`src/rtl/seq_detect_ctrl.sv`:
```
// Programmable serial bit-pattern detector with a config handshake and run sequencing.
// A run ends on a match target, on expiry of a cycle window, or on abort.
module seq_detect_ctrl #(
    parameter int PAT_W = 4,
    parameter int LEN_W = 3,
    parameter int CNT_W = 8,
    parameter int WIN_W = 16
) (
    input  logic             clk,
    input  logic             reset,
    input  logic             cfg_valid,
    output logic             cfg_ready,
    input  logic [PAT_W-1:0] cfg_pattern,
    input  logic [LEN_W-1:0] cfg_len,
    input  logic             cfg_overlap,
    input  logic [CNT_W-1:0] cfg_target,
    input  logic [WIN_W-1:0] cfg_window,
    output logic             cfg_err,
    input  logic             start,
    input  logic             abort,
    input  logic             in_valid,
    input  logic             in,
    output logic             match,
    output logic [CNT_W-1:0] match_count,
    output logic             busy,
    output logic             done,
    output logic             timeout
);

    typedef enum logic [1:0] {IDLE, ARMED, RUN, DONE} state_t;

    state_t           state_q;
    logic [PAT_W-1:0] pat_q, hist_q, hist_d, mask;
    logic [LEN_W-1:0] len_q, bitcnt_q, bitcnt_d, bitcnt_post;
    logic             ovl_q;
    logic [CNT_W-1:0] tgt_q, count_q, count_d;
    logic [WIN_W-1:0] win_q, wincnt_q, wincnt_d;
    logic             match_q, cfg_err_q, busy_q, done_q, timeout_q;
    logic             hit, target_end, window_end, cfg_fire, cfg_legal;

    // NOTE: every signal gets a default at the top of always_comb so no path can infer a latch.
    always_comb begin
        hist_d   = hist_q;
        bitcnt_d = bitcnt_q;
        if (in_valid) begin
            hist_d = {hist_q[PAT_W-2:0], in};
            if (bitcnt_q < len_q) bitcnt_d = bitcnt_q + 1'b1;
        end
        // Only the newest len_q history bits take part in the compare.
        mask        = ~({PAT_W{1'b1}} << len_q);
        hit         = in_valid && (bitcnt_d >= len_q) && ((hist_d & mask) == (pat_q & mask));
        bitcnt_post = (hit && !ovl_q) ? '0 : bitcnt_d;
        count_d     = (hit && count_q != '1) ? count_q + 1'b1 : count_q;
        wincnt_d    = wincnt_q + 1'b1;
        target_end  = hit && (tgt_q != '0) && (count_d == tgt_q);
        window_end  = (win_q != '0) && (wincnt_d == win_q);
        cfg_fire    = cfg_valid && (state_q != RUN);
        cfg_legal   = (cfg_len != '0) && (cfg_len <= LEN_W'(PAT_W));
    end

    // NOTE: sequential state is assigned only with non-blocking <= so all registers update together.
    always_ff @(posedge clk or posedge reset) begin
        if (reset) begin
            state_q   <= IDLE;
            pat_q     <= '0;
            len_q     <= '0;
            ovl_q     <= 1'b0;
            tgt_q     <= '0;
            win_q     <= '0;
            hist_q    <= '0;
            bitcnt_q  <= '0;
            wincnt_q  <= '0;
            count_q   <= '0;
            match_q   <= 1'b0;
            cfg_err_q <= 1'b0;
            busy_q    <= 1'b0;
            done_q    <= 1'b0;
            timeout_q <= 1'b0;
        end else begin
            match_q   <= 1'b0;
            cfg_err_q <= 1'b0;
            if (state_q == RUN) begin
                wincnt_q <= wincnt_d;
                hist_q   <= hist_d;
                bitcnt_q <= bitcnt_post;
                count_q  <= count_d;
                match_q  <= hit;
                // Abort beats both run-end causes; a target hit beats window expiry.
                if (abort) begin
                    state_q <= ARMED;
                    busy_q  <= 1'b0;
                end else if (target_end) begin
                    state_q <= DONE;
                    busy_q  <= 1'b0;
                    done_q  <= 1'b1;
                end else if (window_end) begin
                    state_q   <= DONE;
                    busy_q    <= 1'b0;
                    done_q    <= 1'b1;
                    timeout_q <= 1'b1;
                end
            end else if (cfg_fire) begin
                if (!cfg_legal) begin
                    cfg_err_q <= 1'b1;
                end else begin
                    state_q   <= ARMED;
                    pat_q     <= cfg_pattern;
                    len_q     <= cfg_len;
                    ovl_q     <= cfg_overlap;
                    tgt_q     <= cfg_target;
                    win_q     <= cfg_window;
                    done_q    <= 1'b0;
                    timeout_q <= 1'b0;
                end
            end else if (start && state_q != IDLE) begin
                state_q   <= RUN;
                busy_q    <= 1'b1;
                done_q    <= 1'b0;
                timeout_q <= 1'b0;
                hist_q    <= '0;
                bitcnt_q  <= '0;
                wincnt_q  <= '0;
                count_q   <= '0;
            end
        end
    end

    assign cfg_ready   = (state_q != RUN);
    assign cfg_err     = cfg_err_q;
    assign match       = match_q;
    assign match_count = count_q;
    assign busy        = busy_q;
    assign done        = done_q;
    assign timeout     = timeout_q;

endmodule

```
`config.mk`:
```
export PLATFORM = sky130hd
export DESIGN_NAME = seq_detect_ctrl
export DESIGN_NICKNAME = d
export VERILOG_FILES = /design/src/rtl/seq_detect_ctrl.sv
export SDC_FILE = /design/constraint.sdc
export NUM_CORES = 1
export LEC_CHECK = 0
export CAP_MARGIN = 20
export CORE_UTILIZATION = 50
export DETAILED_ROUTE_END_ITERATION = 8
export GPL_TIMING_DRIVEN = 0
export PLACE_DENSITY = 0.71
export SLEW_MARGIN = 20
export SYNTH_ARGS = -nofsm -noshare
export SYNTH_HDL_FRONTEND = slang
export SYNTH_SLANG_ARGS = --single-unit
```
`constraint.sdc`:
```
create_clock -name clk -period 4.62 [get_ports clk]
set_input_delay 0.924 -clock clk [delete_from_list [all_inputs] [get_ports clk]]
set_output_delay 0.924 -clock clk [all_outputs]
set_load 0.01 [all_outputs]
```
# Word level (Yosys, flattened, before mapping)
# Index checks and enable logic that the tools add are counted.
[totals]
reg_bits = 70
out_inout_bits = 14
[op_classes]
n_addsub = 3
order_cmp = 3
eq_ne = 13
shifts = 1
n_mux = 44
bitwise = 4
n_reduce_logical = 23
[ops]
columns = ["op", "n"]
rows = [
  ["$mux W16", 3],
  ["$mux W8", 4],
  ["$mux W1", 20],
  ["$mux W3", 6],
  ["$add A16 B1 Y16 const B", 1],
  ["$eq A16 B16 Y1", 1],
  ["$mux W4", 4],
  ["$reduce_bool A16 Y1", 1],
  ["$mux W2", 7],
  ["$logic_and A1 B1 Y1", 10],
  ["$reduce_and A3 Y1", 3],
  ["$add A8 B1 Y8 const B", 1],
  ["$and A4 B4 Y4", 2],
  ["$eq A8 B8 Y1", 1],
  ["$ne A2 B2 Y1 const B", 4],
  ["$ne A8 B8 Y1 const B", 1],
  ["$reduce_bool A8 Y1", 1],
  ["$reduce_bool A3 Y1", 2],
  ["$reduce_and A5 Y1", 1],
  ["$eq A4 B4 Y1", 1],
  ["$ne A4 B4 Y1 const B", 1],
  ["$not A4 Y4", 1],
  ["$reduce_and A4 Y1", 1],
  ["$reduce_bool A2 Y1", 2],
  ["12 further kinds", 12],
]

# Longest topological paths before layout
# Gate-level depths: netlist (run 1).
[logic_depth]
depth_word = 13
depth_mapped = 17
depth_no_buf = 17

# Least setup slack after synthesis (run 1)
# Ideal clock, no wire load.
[synth_path]
kind = "in2reg"
start = "in in_valid"
end = "reg timeout_q (netlist: timeout)"
arrival_ns = 3.554
required_ns = 4.533
setup_slack_ns = 0.978
path_stages = 14
path_buffers = 1
cell_sequence = "buf_6 > nand3b_1 > inv_1 > nand2_1 > xnor2_1 > ha_1 > a21o_1 > a31oi_1 > nor2_1 > o21a_1 > a221oi_1 > nor4_1 > a2111o_1 > a22oi_1"
[synth_via]
elab_chain_cells = 10
[synth_rtl]
columns = ["element", "line", "text"]
rows = [
  ["start: declaration", "21", "input logic in_valid,"],
  ["$mux W3 or $mux W4 (tied branches)", "45", "if (in_valid) begin"],
  ["$ge A3 B3 Y1 or $and A4 B4 Y4 (tied branches)", "51", "hit = in_valid && (bitcnt_d >= len_q) && ((hist_d & mask) == (pat_q & mask));"],
  ["$logic_and A1 B1 Y1 or $eq A4 B4 Y1 (tied branches)", "51", ""],
  ["$logic_and A1 B1 Y1 (*)", "51", ""],
  ["$logic_and A1 B1 Y1", "53", "count_d = (hit && count_q != '1) ? count_q + 1'b1 : count_q;"],
  ["$mux W8", "53", ""],
  ["$eq A8 B8 Y1", "55", "target_end = hit && (tgt_q != '0) && (count_d == tgt_q);"],
  ["$logic_and A1 B1 Y1 (*)", "55", ""],
  ["$ne A2 B2 Y1 (no line) (*)", "n/a", ""],
  ["$reduce_and A5 Y1 (no line) (*)", "n/a", ""],
  ["end signal: assignment", "78", "timeout_q <= 1'b0;"],
  ["end signal: assignment", "100", "timeout_q <= 1'b1;"],
  ["end signal: assignment", "113", "timeout_q <= 1'b0;"],
  ["end: declaration", "38", "logic match_q, cfg_err_q, busy_q, done_q, timeout_q;"],
]
# Every way passes the cells marked *; elsewhere a longest branch is shown, timed or not.
# A chain may end at the register's enable or synchronous reset.

# Final worst setup path (run 1)
[layout_path]
start = "reg len_q[1]"
end = "reg timeout_q (netlist: timeout)"
[layout_via]
elab_chain_cells = 12
[layout_rtl]
columns = ["element", "line", "text"]
rows = [
  ["start: declaration", "34", "logic [LEN_W-1:0] len_q, bitcnt_q, bitcnt_d, bitcnt_post;"],
  ["start signal: assignment", "108", "len_q <= cfg_len;"],
  ["$lt A3 B3 Y1", "47", "if (bitcnt_q < len_q) bitcnt_d = bitcnt_q + 1'b1;"],
  ["$mux W3", "47", ""],
  ["$mux W3", "45", ""],
  ["$ge A3 B3 Y1", "51", ""],
  ["$logic_and A1 B1 Y1", "51", ""],
  ["$logic_and A1 B1 Y1 (*)", "51", ""],
  ["$logic_and A1 B1 Y1", "53", ""],
  ["$mux W8", "53", ""],
  ["$eq A8 B8 Y1", "55", ""],
  ["$logic_and A1 B1 Y1 (*)", "55", ""],
  ["$ne A2 B2 Y1 (no line) (*)", "n/a", ""],
  ["$reduce_and A5 Y1 (no line) (*)", "n/a", ""],
]
# Marked as above.

==> out/qor.txt, run 1 <==
Post-Synth XOR/XNOR Area: 6.89%
WP buf/inv: 2
CP Cell Sequence: inv_1 -> ha_1 -> a21boi_0 -> o21ai_0 -> nand3b_1 -> inv_1 -> nand2_1 -> xnor2_1 -> ha_1 -> a21o_1 -> a31oi_1 -> nor2_1 -> o21a_1 -> a221oi_1 -> nor4_1 -> a2111o_1 -> a22oi_1
Fin crit share: 89.3%
First-pass GRT wire length: 18.0 mm
Post-Synthesis Cells: 459
R2r startpoint: len_q[1]
Fillcell total: 698
Setup violators final: 0
Top Ports: 53
Final max-slew violation count: 0
Post-synthesis sequential area ratio: 40.0%
Placement row count: 33
Remaining DRCs: 0
Hold Slack: 0.485 ns
Post-synth EDFFs: 0
Clock tree buffer depth: 2
Hold endpoint: state_q[1]
Cell area after synthesis: 4320 sq um
YS warnings: 0
Port bufs: 51
R2R depth: 17
Clk sinks: 69
Die extent in y: 95.0 um
GR Overflow Total: 0
Pwr/cell area: 484 nW/um^2
Worst path required time: 4.89 ns
Synth Area in Simple Gates: 17.5%
Final hold violation count: 0
Area share of the largest cell type after synthesis: 40.0%
Initial antenna violation count: 0
Vias per cell: 6.09
Inserted Diodes: 0
Crit-path leading delay family: compound AO/OA/AOI/OAI gates
R2R Path End: timeout
Clock-pin slew on the worst setup and hold paths: 0.08 ns
Synth top area cells: dfrtp_1 40%, mux2_2 8.1%, o21ai_0 5.4%, xnor2_1 5.1%, nand2_1 3.9%
Vias in the first global route: 3657
Slew margin rel.: 36.6%
Layout net count: 569
Setup bufs post-CTS: 0
Slowest stage delay, CP: 0.50 ns
Cts hold-fix bufs: 0
Max Fclk: 0.242 GHz
Wire length per cell: 17.7 um
Max FO, Critical Path: 5
Clock latency on the worst-skew pair: 0.35 ns
Via count: 3849
Fin Clk Skew: 0.00785 ns
TritonCTS Buffers: 9
Syn_nets: 506
TritonRoute pass-1 iters: 5
Initial drt markers: 240
Max Cap Viol: 0
Full die area: 9020 sq um
Top-count cell post-synth: dfrtp_1
Yosys top cell by area: dfrtp_1
CTS tree: built
Multiplexer share of the synthesized area: 9.53%
Post-Route WL: 11.2 mm
Ys flop type: dfrtp_1
Synth Area per Inst: 9.41 sq um
Layout Area Growth over Synthesis: 20.9%
Maximum VDD drop: 0.000322 V
Outcome: completed
P_leak: 0.00206 uW
Compound-gate portion of the synthesized area: 20.3%
Largest net degree at the start of global routing: 58
Hold path depth: 2
Worst Hold Class: reg -> reg
Root Buffer: clkbuf_8
Min-delay src: state_q[1]
Resize count post-CTS: 0
R2r setup slk: 0.50 ns
Synth top cells by count: 69 x dfrtp_1, 47 x o21ai_0, 45 x nand2_1
Synthesized flop and latch total: 69
Startpoint types: flip-flop
Adder-cell share of the synthesized area: 2.32%
Unrepaired setup endpoints after global routing: no
Post-synth cell types: 64
Slowest CP cell: a221oi_1
RePlAce Congestion: 0.853
Placed wire-length estimate: 8.08 mm
Layout Utilization: 63.0%
Share of post-route cells with drive strength above 1: 12.0%
Initial core utilization: 52.1%
WP data arrival: 4.39 ns
Overall routing resource usage: 26.3%
CP endpoint kind: flip-flop
Worst-Margin Slew: 0.927 ns
Core Footprint: 8300 sq um
Largest family of logic cells by synthesized area: compound AO/OA/AOI/OAI gates
Final ANT Viol Nets: 0
CP Class: reg -> reg
Final worst path period need: 4.12 ns
DIE WIDTH: 95.0 um
H-tree levels: 3
Sum Neg Setup Slack: 0 ns
Asr flop ratio synth: 100%
## layout make-up
| type | count | area, sq um | share of cell area, % |
|---|---|---|---|
| well taps | 105 | 131 | 2.51 |
| multi-input cells | 354 | 2450 | 46.8 |
| inverters | 15 | 58.8 | 1.13 |
| clock buffers | 11 | 151 | 2.90 |
| repair buffers | 52 | 538 | 10.3 |
| clock inverters | 5 | 81.3 | 1.56 |
| flip-flops and latches | 69 | 1730 | 33.0 |
| plain buffers | 21 | 91.3 | 1.75 |
## sequential cells by signal (all words and copies together) (netlist names)
register,flops
bitcnt_q,3
busy,1
cfg_err,1
done,1
hist_q,3
len_q,3
match,1
match_count,8
ovl_q,1
pat_q,4
state_q,2
tgt_q,8
timeout,1
win_q,16
wincnt_q,16
## worst reg2reg max path, cell delays in order, from the launching register on
cell and delay [ns]:
dfrtp_1 0.40, inv_1 0.09, ha_1 0.29, a21boi_0 0.12
o21ai_0 0.15, nand3b_1 0.17, inv_1 0.11, nand2_1 0.07
xnor2_1 0.18, ha_1 0.28, a21o_1 0.19, a31oi_1 0.34
nor2_1 0.20, o21a_1 0.22, a221oi_1 0.50, nor4_1 0.16
a2111o_1 0.43, a22oi_1 0.13
## how the worst max path moves through the flow
stage	startpoint	endpoint	slack, ns	depth (start not counted)
3_5_place_dp	len_q[1]	timeout	0.54	17
5_1_grt	len_q[1]	timeout	0.16	17
6_report	len_q[1]	timeout	0.50	17
4_1_cts	len_q[1]	timeout	0.51	17
3_3_place_gp	in_valid	timeout	0.61	14
2_1_floorplan	in_valid	timeout	0.98	14
## per-stage QoR
stage	std cells	setup slack, ns	area [sq um]	power, uW
2_1_floorplan	459	0.978	4320	1630
6_report	632	0.496	5230	2530
3_3_place_gp	615	0.607	4960	1900
4_1_cts	632	0.512	5230	2530
3_5_place_dp	616	0.537	4990	1930
5_1_grt	632	0.163	5230	2680
## where the power goes
group / leakage (uW) / switching, uW / total (uW) / internal (uW)
combinational: 0.00106 / 567 / 1010 / 439
sequential: 0.000879 / 172 / 933 / 761
clock: 0.000116 / 253 / 588 / 335
## cell usage in the layout, fill, tap and decap left out, types with 5 or more instances in the layout
master	instances
inv_1	14
dfrtp_1	69
nor3_1	9
xnor2_1	25
nor4_1	8
clkbuf_1	15
xor2_1	9
o31ai_1	9
a21oi_1	21
or3_1	5
a31oi_1	11
and3_1	5
nand3_1	12
ha_1	8
nand4_1	12
clkdlybuf4s50_1	51
clkbuf_8	11
nand2_1	45
o21ai_0	47
mux2_2	31
nor2_1	22
## per-layer routing
layer,track usage [%],share of wire (%),up-vias
met3,3.22,5.6,18
met4,9.60,1.8,0
met2,41.8,46,124
met1,36.8,47,1870
met5,0,0,-
li1,-,-,1837
## logic make-up (layout without fill, tap and decap cells)
| group | count (synthesis) | in the layout |
|---|---|---|
| and+or+nand+nor | 145 | 145 |
| AOI/OAI and AO/OA | 131 | 131 |
| DFF | 69 | 69 |
| muxes | 36 | 36 |
| buffers and inverters | 36 | 104 |
| xor gates and xnor gates | 34 | 34 |
| adders and majority gates | 8 | 8 |
Power figures use the tool's default switching activity.
==> run 2, diff against run 1 <==
Settings changed: CORE_UTILIZATION 50 to 56, PLACE_DENSITY 0.71 to 0.78.
==> run 2 against run 1 <==
  * Critical path depth unchanged
  * First-iteration DRC count up 21%
  * Combinational power about the same
  * Worst hold slack better by 0.0056 ns
  * Die area down 10%
  * Critical path type unchanged
  * Critical endpoint unchanged
==> out/qor.txt, run 2 (synthesis results as in run 1) <==
Outcome: completed (unchanged)
Resize count post-CTS: 0 (unchanged)
Full die area: 8070 sq um (was 9020 sq um)
WP data arrival: 4.49 ns (was 4.39 ns)
Root Buffer: clkbuf_8 (unchanged)
Initial antenna violation count: 0 (unchanged)
Via count: 3954 (was 3849)
Placed wire-length estimate: 8.17 mm (was 8.08 mm)
Power, Total: 2440 uW (was 2530 uW)
CP endpoint kind: flip-flop (unchanged)
Slew margin rel.: 34.6% (was 36.6%)
Largest registers: win_q (16), wincnt_q (16) (unchanged)
Post-Route WL: 11.1 mm (was 11.2 mm)
Final ANT Viol Nets: 0 (unchanged)
Worst path required time: 4.89 ns (about the same)
Fillcell total: 609 (was 698)
TritonCTS Buffers: 9 (unchanged)
H-tree levels: 3 (unchanged)
Setup bufs post-CTS: 0 (unchanged)
Clock-pin slew on the worst setup and hold paths: 0.08 ns (about the same)
Vias in the first global route: 3817 (was 3657)
CP Cell Sequence: inv_1 -> ha_1 -> a21boi_0 -> o21ai_0 -> nand3b_1 -> inv_1 -> nand2_1 -> xnor2_1 -> ha_1 -> a21o_1 -> a31oi_1 -> nor2_1 -> o21a_1 -> a221oi_1 -> nor4_1 -> a2111o_1 -> a22oi_1 (unchanged)
WP buf/inv: 2 (unchanged)
Fin crit share: 91.1% (was 89.3%)
Die extent in y: 89.8 um (was 95.0 um)
Layout Area Growth over Synthesis: 19.7% (was 20.9%)
Max Cap Viol: 0 (unchanged)
Slowest CP cell: a221oi_1 (unchanged)
WL met1: 5.09 mm (was 5.22 mm)
RePlAce Congestion: 0.887 (was 0.853)
Sum Neg Setup Slack: 0 ns (unchanged)
Maximum VDD drop: 0.000320 V (was 0.000322 V)
Share of post-route cells with drive strength above 1: 11.8% (was 12.0%)
Met3 Wirelength: 664 um (was 629 um)
Clock tree buffer depth: 2 (unchanged)
CTS tree: built (unchanged)
Worst Hold Class: reg -> reg (unchanged)
Unrepaired setup endpoints after global routing: no (unchanged)
GR Overflow Total: 0 (unchanged)
Fin Clk Skew: 0.00956 ns (was 0.00785 ns)
First-pass GRT wire length: 18.6 mm (was 18.0 mm)
Clock latency on the worst-skew pair: 0.35 ns (about the same)
Commonest non-fill, non-tap cell in the layout: dfrtp_1 (unchanged)
Most frequent cells in the layout: 69 x dfrtp_1, 51 x clkdlybuf4s50_1, 47 x o21ai_0 (unchanged)
Setup violators final: 0 (unchanged)
CP Class: reg -> reg (unchanged)
Placement row count: 31 (was 33)
Core Footprint: 7370 sq um (was 8300 sq um)
Final Non-Filler Cells: 625 (was 632)
Clk sinks: 69 (unchanged)
Pwr/cell area: 473 nW/um^2 (was 484 nW/um^2)
Startpoint types: flip-flop (unchanged)
Final hold violation count: 0 (unchanged)
Initial drt markers: 291 (was 240)
Final max-slew violation count: 0 (unchanged)
Uppermost layer routed: met4 (unchanged)
P_leak: 0.00203 uW (was 0.00206 uW)
Port bufs: 51 (unchanged)
Overall routing resource usage: 28.9% (was 26.3%)
Layout net count: 569 (unchanged)
Max Fclk: 0.237 GHz (was 0.242 GHz)
Remaining DRCs: 0 (unchanged)
Slowest stage delay, CP: 0.50 ns (about the same)
DIE WIDTH: 89.8 um (was 95.0 um)
Inserted Diodes: 0 (unchanged)
Largest net degree at the start of global routing: 52 (was 58)
Cts hold-fix bufs: 0 (unchanged)
TritonRoute pass-1 iters: 5 (unchanged)
Final worst path period need: 4.21 ns (was 4.12 ns)
Worst-Margin Slew: 0.956 ns (was 0.927 ns)
Initial core utilization: 58.6% (was 52.1%)
Wire length per cell: 17.8 um (was 17.7 um)
Vias per cell: 6.33 (was 6.09)
Crit-path leading delay family: compound AO/OA/AOI/OAI gates (unchanged)
Placed cells: 610 (was 616)
Met2 wire len: 5.14 mm (about the same)
Top Ports: 53 (unchanged)
Max FO, Critical Path: 5 (unchanged)
-- run 2: cell types whose count changed in the layout (fill, tap and decap cells not counted), sizes merged --
cell | before | now
clkinvlp | 1 | 2
bufinv | 2 | 1
clkinv | 1 | 2
clkbuf | 26 | 24
-- run 2: power by group --
group / switching [uW] / leakage [uW] / internal [uW] / total (uW)
combinational: 577 / 0.00106 / 442 / 1020
clock: 247 / 0.0000915 / 246 / 493
sequential: 171 / 0.000879 / 762 / 933
total: 995 / 0.00203 / 1450 / 2440
-- run 2: worst paths after layout --
path	startpoint	endpoint	slack, ns	cells past startpoint
max in group asynchronous	reset	match_count[5]	3.22	3
worst max-delay path	len_q[1]	timeout	0.41	17
worst min-delay path	state_q[1]	state_q[1]	0.49	2
worst min register to register	state_q[1]	state_q[1]	0.49	2
worst max register to register	len_q[1]	timeout	0.41	17
min in group asynchronous	reset	wincnt_q[13]	0.86	2
-- run 2: area by class of cell --
type	instances	area, sq um	area share (%)
well taps	99	124	2.39
repair buffers	52	538	10.4
clock buffers	9	124	2.39
multi-input cells	354	2450	47.3
plain buffers	21	91.3	1.77
flip-flops and latches	69	1730	33.4
clock inverters	6	63.8	1.23
inverters	15	58.8	1.14
-- run 2: per-layer routing --
metal | up-vias | track usage (%)
li1 | 1840 | -
met5 | - | 0
met3 | 25 | 4.06
met2 | 170 | 46.2
met1 | 1919 | 40.5
met4 | 0 | 9.97
-- run 2: stage by stage --
| step | util (%) | instance area, sq um | setup WS, ns | hold WS [ns] |
|---|---|---|---|---|
| 2_1_floorplan | - | 4320 | 0.978 | 0.442 |
| 3_3_place_gp | 67.2 | 4950 | 0.583 | 0.465 |
| 3_5_place_dp | 67.6 | 4980 | 0.507 | 0.468 |
| 4_1_cts | 70.2 | 5170 | 0.472 | 0.485 |
| 5_1_grt | 70.2 | 5170 | 0.168 | 0.510 |
| 6_report | 70.2 | 5170 | 0.409 | 0.491 |
-- run 2: worst register-to-register path: cells and delay by family (launching register included) --
kind / cells / cell delay [ns]
AOI/OAI and AO/OA: 8 / 2.16
and+or+nand+nor: 4 / 0.60
adders and majority gates: 2 / 0.58
DFF: 1 / 0.40
buffers and inverters: 2 / 0.22
xor gates and xnor gates: 1 / 0.20
